==> config.mk <==
export PLATFORM = sky130hd
export DESIGN_NAME = exc_ctrl
export DESIGN_NICKNAME = d
export VERILOG_FILES = /design/src/rtl/exc_ctrl_pkg.sv /design/src/rtl/exc_ctrl_prio.sv /design/src/rtl/exc_ctrl.sv
export SDC_FILE = /design/constraint.sdc
export NUM_CORES = 1
export LEC_CHECK = 0
export BUFFER_PORTS_ARGS = -buffer_cell sky130_fd_sc_hd__buf_4
export CAP_MARGIN = 5
export CORE_ASPECT_RATIO = 1.4
export CORE_MARGIN = 3
export CORE_UTILIZATION = 30
export DETAILED_ROUTE_END_ITERATION = 6
export PLACE_DENSITY_LB_ADDON = 0.3
export SETUP_SLACK_MARGIN = 0.5
export SLEW_MARGIN = 0
export SYNTH_ARGS = -nofsm -noshare
export SYNTH_HDL_FRONTEND = slang
export SYNTH_SLANG_ARGS = --single-unit
==> constraint.sdc <==
create_clock -name clk -period 5.34 [get_ports clk]
set_input_delay 0 -clock clk [delete_from_list [all_inputs] [get_ports clk]]
set_output_delay 0 -clock clk [all_outputs]
set_load 0.01 [all_outputs]
==> src/rtl/exc_ctrl_pkg.sv <==
// Shared CP0 constants: exception codes, register numbers and FSM states.
package exc_ctrl_pkg;

    localparam logic [4:0] EXC_INT  = 5'd0;
    localparam logic [4:0] EXC_ADEL = 5'd4;
    localparam logic [4:0] EXC_ADES = 5'd5;
    localparam logic [4:0] EXC_RI   = 5'd10;
    localparam logic [4:0] EXC_OV   = 5'd12;

    localparam logic [4:0] CP0_SR    = 5'd12;
    localparam logic [4:0] CP0_CAUSE = 5'd13;
    localparam logic [4:0] CP0_EPC   = 5'd14;
    localparam logic [4:0] CP0_PRID  = 5'd15;

    typedef enum logic [1:0] {
        ST_RUN     = 2'd0,
        ST_HANDLER = 2'd1,
        ST_RETURN  = 2'd2
    } state_e;

endpackage

==> src/rtl/exc_ctrl_prio.sv <==
// Combinational resolution of pending interrupt/exception into a request,
// the ExcCode to record and the EPC to save.
import exc_ctrl_pkg::*;

module exc_prio (
    input  logic        ie,
    input  logic        exl,
    input  logic [5:0]  im,
    input  logic [5:0]  hw_int,
    input  logic        in_run,
    input  logic [4:0]  exc_code,
    input  logic [31:0] m_pc,
    input  logic        m_bd,
    output logic        int_pend,
    output logic        exc_pend,
    output logic        req,
    output logic [4:0]  sel_code,
    output logic [31:0] epc_val
);

    logic [31:0] pc_word;

    // Interrupts win over exceptions; a delay-slot instruction restarts at its branch.
    always_comb begin
        int_pend = ie & ~exl & (|(hw_int & im)) & in_run;
        exc_pend = (exc_code != EXC_INT) & ~exl;
        req      = int_pend | exc_pend;
        sel_code = int_pend ? EXC_INT : exc_code;
        pc_word  = m_pc & 32'hFFFF_FFFC;
        epc_val  = m_bd ? (pc_word - 32'd4) : pc_word;
    end

endmodule

==> src/rtl/exc_ctrl.sv <==
// CP0 core: SR/Cause/EPC/PRId, exception entry and eret return sequencing.
import exc_ctrl_pkg::*;

module exc_ctrl #(
    parameter logic [31:0] HANDLER_PC = 32'h0000_4180,
    parameter logic [31:0] PRID_VAL   = 32'h0000_0000
) (
    input  logic        clk,
    input  logic        reset,
    input  logic [4:0]  exc_code,
    input  logic [31:0] m_pc,
    input  logic        m_bd,
    input  logic [5:0]  hw_int,
    input  logic        we,
    input  logic [4:0]  addr,
    input  logic [31:0] wdata,
    input  logic        eret,
    output logic [31:0] rdata,
    output logic        req,
    output logic [31:0] target_pc,
    output logic [31:0] epc_out,
    output logic        exl
);

    state_e      state_q, state_d;
    logic [5:0]  sr_im_q, sr_im_d;
    logic        sr_exl_q, sr_exl_d;
    logic        sr_ie_q, sr_ie_d;
    logic        cause_bd_q, cause_bd_d;
    logic [5:0]  cause_ip_q, cause_ip_d;
    logic [4:0]  cause_code_q, cause_code_d;
    logic [31:0] epc_q, epc_d;

    logic        int_pend, exc_pend;
    logic [4:0]  sel_code;
    logic [31:0] epc_val;
    logic        eret_acc, sr_wr;

    exc_prio u_prio (
        .ie       (sr_ie_q),
        .exl      (sr_exl_q),
        .im       (sr_im_q),
        .hw_int   (hw_int),
        .in_run   (state_q == ST_RUN),
        .exc_code (exc_code),
        .m_pc     (m_pc),
        .m_bd     (m_bd),
        .int_pend (int_pend),
        .exc_pend (exc_pend),
        .req      (req),
        .sel_code (sel_code),
        .epc_val  (epc_val)
    );

    assign eret_acc  = eret & ~req & sr_exl_q;
    assign sr_wr     = we & ~req & (addr == CP0_SR);
    assign target_pc = req ? HANDLER_PC : epc_q;
    assign epc_out   = epc_q;
    assign exl       = sr_exl_q;

    // CP0 register next values: exception entry overrides mtc0; eret clears EXL.
    always_comb begin
        sr_im_d      = sr_im_q;
        sr_exl_d     = sr_exl_q;
        sr_ie_d      = sr_ie_q;
        cause_bd_d   = cause_bd_q;
        cause_ip_d   = hw_int;
        cause_code_d = cause_code_q;
        epc_d        = epc_q;
        if (req) begin
            sr_exl_d     = 1'b1;
            cause_code_d = sel_code;
            cause_bd_d   = m_bd;
            epc_d        = epc_val;
        end else begin
            if (we) begin
                case (addr)
                    CP0_SR: begin
                        sr_im_d  = wdata[15:10];
                        sr_exl_d = wdata[1];
                        sr_ie_d  = wdata[0];
                    end
                    CP0_EPC: epc_d = wdata & 32'hFFFF_FFFC;
                    default: ;
                endcase
            end
            if (eret_acc) sr_exl_d = 1'b0;
        end
    end

    // FSM next state; kept in step with EXL (HANDLER exactly when EXL is set).
    always_comb begin
        state_d = state_q;
        if (req) begin
            state_d = ST_HANDLER;
        end else begin
            case (state_q)
                ST_RUN:     if (sr_wr && wdata[1]) state_d = ST_HANDLER;
                ST_HANDLER: begin
                    if (eret_acc)                 state_d = ST_RETURN;
                    else if (sr_wr && !wdata[1])  state_d = ST_RUN;
                end
                ST_RETURN:  state_d = (sr_wr && wdata[1]) ? ST_HANDLER : ST_RUN;
                default:    state_d = ST_RUN;
            endcase
        end
    end

    // State and register flops, cleared asynchronously.
    always_ff @(posedge clk or negedge reset) begin
        if (!reset) begin
            state_q      <= ST_RUN;
            sr_im_q      <= '0;
            sr_exl_q     <= 1'b0;
            sr_ie_q      <= 1'b0;
            cause_bd_q   <= 1'b0;
            cause_ip_q   <= '0;
            cause_code_q <= '0;
            epc_q        <= '0;
        end else begin
            state_q      <= state_d;
            sr_im_q      <= sr_im_d;
            sr_exl_q     <= sr_exl_d;
            sr_ie_q      <= sr_ie_d;
            cause_bd_q   <= cause_bd_d;
            cause_ip_q   <= cause_ip_d;
            cause_code_q <= cause_code_d;
            epc_q        <= epc_d;
        end
    end

    // mfc0 read mux; unmapped numbers read zero.
    always_comb begin
        rdata = '0;
        case (addr)
            CP0_SR:    rdata = {16'b0, sr_im_q, 8'b0, sr_exl_q, sr_ie_q};
            CP0_CAUSE: rdata = {cause_bd_q, 15'b0, cause_ip_q, 3'b0, cause_code_q, 2'b0};
            CP0_EPC:   rdata = epc_q;
            CP0_PRID:  rdata = PRID_VAL;
            default:   rdata = '0;
        endcase
    end

endmodule

==> results by group, run 1 <==
Run status
  • Status: complete, no violations

Detailed routing
  • Vias: 3,742
  • DRC Markers: 0
  • Initial DRC count: 145
  • Via density: 5.33
  • Pre-antenna DRT Iters: 4
  • Total wire length: 13,200 um
  • Routed Antenna Nets: 0
  • WL per Instance: 18.7 um

Pwr
  • VDD IR max: 217 uV
  • Cell leakage power: 2.60 nW
  • Total power draw: 2.21 mW
  • PwrDens: 408 nW/um^2

Floorplanning
  • Ports: 183
  • Die width: 98.1 um
  • Initial core utilization: 31.1%
  • Die area: 13,200 um^2
  • Die height: 135 um
  • Num rows: 46
  • Core Area: 11,500 um^2

Timing
  • Max Transition Viols Final: 0
  • Clk_skew: 0.00591 ns
  • RSZ-0062 raised after global routing: no
  • Period utilization: 54.9%
  • Setup ws final: 2.41 ns
  • Slew headroom: 20.5%
  • Min Tclk post-route: 2.93 ns
  • Hold Violations, Final: 0
  • Final setup fails: 0
  • Setup_tns: 0 ns
  • FMAX: 341 MHz
  • Worst slew pin tran: 1.19 ns

Place
  • Cells after DPL: 667
  • RePlAce Congestion: 0.837
  • Setup WS pre-CTS: 2.41 ns
  • # port buffers: 176
  • HPWL Detailed: 9630 um

Hold path
  • Hold wc startpoint: wdata[7]
  • Worst Hold Depth: 3
  • Min-Delay Endpoint: epc_out[7]
  • HP Class: primary input to register

Layout
  • Filler Cell Count: 1,105
  • Layout Nets: 643
  • Area of the multi-input gates: 2150 um^2
  • Post-Layout Cell Count: 702
  • Layout area overhead: 51.8%
  • FF/Latch Area: 1300 um^2
  • Most common cell after layout, fill and taps aside: buf_4
  • # diodes: 0
  • Commonest cells after routing, fill and taps aside: 179 x buf_4, 52 x dfrtp_1, 44 x mux2i_1, 29 x and2_1, 27 x dlygate4sd3_1
  • Share of cells above drive strength 1: 35.8%

Flow run
  • Max Cap Violations: 0

Worst setup path
  • Worst Path Required: 5.34 ns
  • Crit path max fanout: 46
  • CP arrival: 2.93 ns
  • Worst reg2reg setup slack: 2.65 ns
  • Critical path class: register to primary output
  • FF-to-FF End: epc_out[22]
  • CP Capture Type: primary output
  • Origin of the worst setup path: sr_im_q[2]
  • Worst r2r src: sr_im_q[2]
  • Worst-case reg-to-reg path depth: 6
  • CP startpoint kind: register

Clock network
  • Post-CTS Setup Bufs: 0
  • Deepest clock path buffer count: 2
  • CTS tree: done
  • Clock Pin Slew Worst Setup and Hold Paths: 0.07 ns
  • Num CTS Buffers: 5
  • TritonCTS Sinks: 52
  • Worst-skew pair later-pin latency: 0.29 ns
  • H-tree depth: 2
  • Clk root buf: clkbuf_16

GRT
  • First-pass GRT wire length: 20,200 um
  • Grt ovf: 0
  • Antenna violations before repair: 0
  • GRT Resource Usage Total: 19.2%
  • Largest net degree at the start of global routing: 53
  • Vias in the first global route: 3,825

Synth
  • Register area share after synthesis: 36.5%
  • Post-synth top flop: dfrtp_1
  • Cell area after synthesis: 3560 um^2
  • Mapped Cells: 370
  • Post-synthesis average cell area: 9.63 um^2
  • Post-synthesis cell type count: 55
  • Yosys reg bits: 52
  • Share of synthesized registers carrying an async set or reset: 100%
  • Total number of yosys warnings: 0
  • Post-synth EDFFs: 0
==> metrics by stage <==
step | util, % | hold WS, ns | instance area [um^2]
floorplan | - | -0.296 | 3580
global placement | 43.6 | 0.0897 | 4990
detailed placement | 43.6 | 0.0988 | 4990
CTS | 47.2 | 0.00127 | 5410
global route | 47.2 | 0.0152 | 5410
finish | 47.2 | 0.00141 | 5410
==> flip-flops by register name, summed over array words and instances, names as in the netlist <==
| name | flops |
|---|---|
| cause_code_q | 5 |
| sr_ie_q | 1 |
| cause_ip_q | 6 |
| epc_out | 30 |
| cause_bd_q | 1 |
| sr_im_q | 6 |
| exl | 1 |
| state_q | 2 |
==> report_power, final <==
part           leakage, nW  total [mW]  switching [mW]  internal, mW
Sequential           0.607       0.727           0.168         0.560
Clock               0.0719       0.335           0.157         0.178
Combinational         1.92        1.15           0.542         0.606
==> critical path, cell delays in order (launching register included) <==
cell and delay [ns]:
dfrtp_1 0.39, a22oi_1 0.25, a31oi_2 0.12, buf_4 0.25, nor2_4 0.92, inv_2 0.40
buf_4 0.28
==> worst max path at each step <==
stage | end | slack (ns) | cells after the start
after global placement | epc_out[18] | 2.48 | 5
after CTS | req | 2.41 | 6
after detailed placement | epc_out[18] | 2.41 | 5
final | req | 2.41 | 6
after global routing | req | 2.21 | 6
after floorplan | epc_out[21] | 3.33 | 6
==> Yosys cell counts (all sizes together), types with 4 or more instances <==
library cell	number	share of area, %
a2111oi	13	3.2
a22o	6	1.5
a22oi	4	0.84
a31oi	14	2.6
and2	29	5.1
and3	19	3.3
and4	13	3.2
buf	8	1.4
clkbuf	21	2.2
dfrtp	52	37
inv	4	0.42
mux2	8	2.5
mux2i	44	12
nand2	13	1.4
nand3	6	0.84
nand4	6	1.2
nor2	13	1.4
nor3	9	1.4
nor4	5	1.1
o21ai	16	2.2
o31ai	7	1.5
or3	12	2.1
or4	8	1.7
xor2	13	3.2
==> routing by layer <==
| layer | global-route usage [%] | share of wire, % |
|---|---|---|
| met1 | 22.2 | 39 |
| met2 | 35.4 | 53 |
| met3 | 2.53 | 4.6 |
| met4 | 7.78 | 3.6 |
| met5 | 0 | 0 |
==> layout make-up <==
class	count	area share, %
inverter	4	0.277
clock inverter	3	0.509
timing repair buffer	206	29.8
tap	144	3.33
clock buffer	5	2.31
sequential	52	24.0
multi-input combinational	288	39.7
==> kinds of logic after synthesis <==
group                    share of synthesized area, %
AND/OR/NAND/NOR                                  27.0
AO/OA/AOI/OAI                                    13.8
multiplexers                                     14.9
flip-flops                                       36.5
buffers and inverters                            4.00
XOR/XNOR                                         3.44
adder cells (fa/ha/maj)                         0.351
other                                           0.105
==> timing repair <==
action	in CTS	in global routing
hold buffers	27	0
hold endpoints to repair	78	0
resized for setup	0	0
(Power assumes the default switching activity.)
==> run 2, diff against run 1 <==
Settings changed: ABC_AREA set to 1.
Clock period 5.34 ns to 2.4 ns, I/O delays scaled along.
==> results by group, run 2 <==
Run status
  • Status: complete, no violations

Layout
  • Most common cell after layout, fill and taps aside: buf_4
  • Layout area overhead: 48.4%
  • Commonest cells after routing, fill and taps aside: 187 x buf_4, 150 x nand2_1, 91 x nor2_1, 89 x inv_1, 52 x dfrtp_1
  • Post-Layout Cell Count: 932
  • Fin area: 5820 um^2
  • Share of cells above drive strength 1: 32.0%
  • Number of flip-flops under the largest register name: 30
  • Layout Nets: 867
  • # diodes: 0

Detailed routing
  • WL per Instance: 14.6 um
  • DRC Markers: 0
  • Initial DRC count: 144
  • Pre-antenna DRT Iters: 4
  • Via density: 4.53
  • Vias: 4,219
  • Total wire length: 13,600 um
  • Routed Antenna Nets: 0

Synth
  • Share of the synthesized area in the top cell type: 33.2%
  • Post-synth EDFFs: 0
  • Cell area after synthesis: 3920 um^2
  • Share of synthesized registers carrying an async set or reset: 100%
  • Largest cells by area after synthesis: dfrtp_1 33%, nand2_1 14%, nor2_1 9.4%
  • Yosys reg bits: 52
  • Post-synth top cells: 151 x nand2_1, 98 x nor2_1, 89 x inv_1
  • Register area share after synthesis: 33.2%
  • Post-synthesis average cell area: 6.75 um^2
  • Total number of yosys warnings: 0
  • Post-synth top flop: dfrtp_1
  • Post-synthesis cell type count: 40
  • Mapped Cells: 581
  • Synth area leader: dfrtp_1
  • Most common cell in the netlist: nand2_1

GRT
  • First-pass GRT wire length: 20,900 um
  • Grt ovf: 0
  • Largest net degree at the start of global routing: 53
  • Vias in the first global route: 4,145
  • GRT Resource Usage Total: 18.4%
  • Antenna violations before repair: 0

Worst setup path
  • CP Capture Type: primary output
  • Origin of the worst setup path: hw_int[1]
  • CP startpoint kind: primary input
  • Worst r2r src: sr_im_q[1]
  • Crit path max fanout: 16
  • CP arrival: 1.82 ns
  • Critical path class: primary input to primary output
  • Worst reg2reg setup slack: 0.62 ns
  • Worst Path Required: 2.40 ns

Timing
  • Clk_skew: 0.00620 ns
  • Final setup fails: 0
  • Slew headroom: 53.7%
  • Hold Violations, Final: 0
  • Max Transition Viols Final: 0
  • Period utilization: 75.7%
  • FMAX: 551 MHz
  • Setup ws final: 0.584 ns
  • WHS: 0.00992 ns
  • RSZ-0062 raised after global routing: no
  • Worst slew pin tran: 0.695 ns
  • Min Tclk post-route: 1.82 ns
  • Setup_tns: 0 ns

Pwr
  • PwrDens: 964 nW/um^2
  • VDD IR max: 342 uV
  • Cell leakage power: 3.09 nW

Hold path
  • HP Class: primary input to register
  • Hold wc startpoint: wdata[25]

Clock network
  • Num CTS Buffers: 5
  • Clk root buf: clkbuf_16
  • TritonCTS Sinks: 52
  • Clock Pin Slew Worst Setup and Hold Paths: 0.07 ns
  • H-tree depth: 2
  • Deepest clock path buffer count: 2
  • Worst-skew pair later-pin latency: 0.29 ns
  • CTS tree: done

Flow run
  • Max Cap Violations: 0

Place
  • Setup WS pre-CTS: 0.496 ns
  • # port buffers: 176
  • Placed inst area: 5310 um^2
  • RePlAce Congestion: 0.863
  • HPWL Detailed: 10,600 um
  • Cells after DPL: 893

Floorplanning
  • Die height: 141 um
  • Die area: 14,500 um^2
  • Initial core utilization: 31.3%
  • Ports: 183
  • Die width: 103 um
  • Core Area: 12,600 um^2
  • Num rows: 48
## run 2: area by class of cell
class / count / area (um^2)
Clock buffer: 6 / 129
Clock inverter: 2 / 38.8
Fill cell: 1304 / 6730
Inverter: 93 / 352
Multi-Input combinational cell: 416 / 2140
Sequential cell: 52 / 1300
Tap cell: 150 / 188
Timing Repair Buffer: 213 / 1680
## run 2: logic make-up (layout without fill, tap and decap cells)
kind of cell | after synthesis | count (layout) | synth area share [%]
flip-flops | 52 | 52 | 33.2
adder cells (fa/ha/maj) | 1 | 1 | 0.319
XOR/XNOR | 18 | 18 | 4.02
buffers and inverters | 117 | 314 | 13.6
other | 1 | 4 | 0.0956
AND/OR/NAND/NOR | 331 | 332 | 39.7
AO/OA/AOI/OAI | 61 | 61 | 9.02
## run 2: repair_timing
action,CTS,global route
pin swaps,4,4
endpoints found under the hold margin,73,0
gates cloned,0,1
gates resized for setup,2,14
setup endpoints to repair,30,47
hold buffers,22,0
setup buffers,5,3
## run 2: worst paths after layout
check                                  end  cells after the start
min                            epc_out[25]                      5
min reg2reg                cause_code_q[0]                      2
max                           target_pc[7]                     10
max reg2reg                    epc_out[28]                      8
max in group asynchronous      epc_out[26]                      2
min in group asynchronous    cause_ip_q[2]                      2
## run 2: through the flow
step                      util [%]  power [mW]
after floorplan                  -        3.15
after global placement        42.3        4.57
after detailed placement      42.3        4.59
after CTS                     45.8        5.52
after global routing          46.4        6.06
final                         46.4        5.62
## run 2: layer usage
metal | vias to the layer above | GRT usage (%) | wire length, um
met5 | - | 0 | 0
met4 | 0 | 5.04 | 265
li1 | 2175 | - | -
met2 | 121 | 32.2 | 7010
met3 | 14 | 1.77 | 517
met1 | 1909 | 23.9 | 5830
## run 2: worst max-delay path: stages
cell,delay [ns]
dlygate4sd3_1,0.54
buf_4,0.14
a22o_1,0.23
nor2_2,0.11
nand2_2,0.09
buf_4,0.14
a21oi_2,0.14
buf_6,0.19
nand2_1,0.08
buf_4,0.15
## run 2: power breakdown
group          total, mW  internal [mW]  switching, mW
sequential          1.61           1.25          0.355
combinational       3.19           1.44           1.75
clock              0.822          0.497          0.325
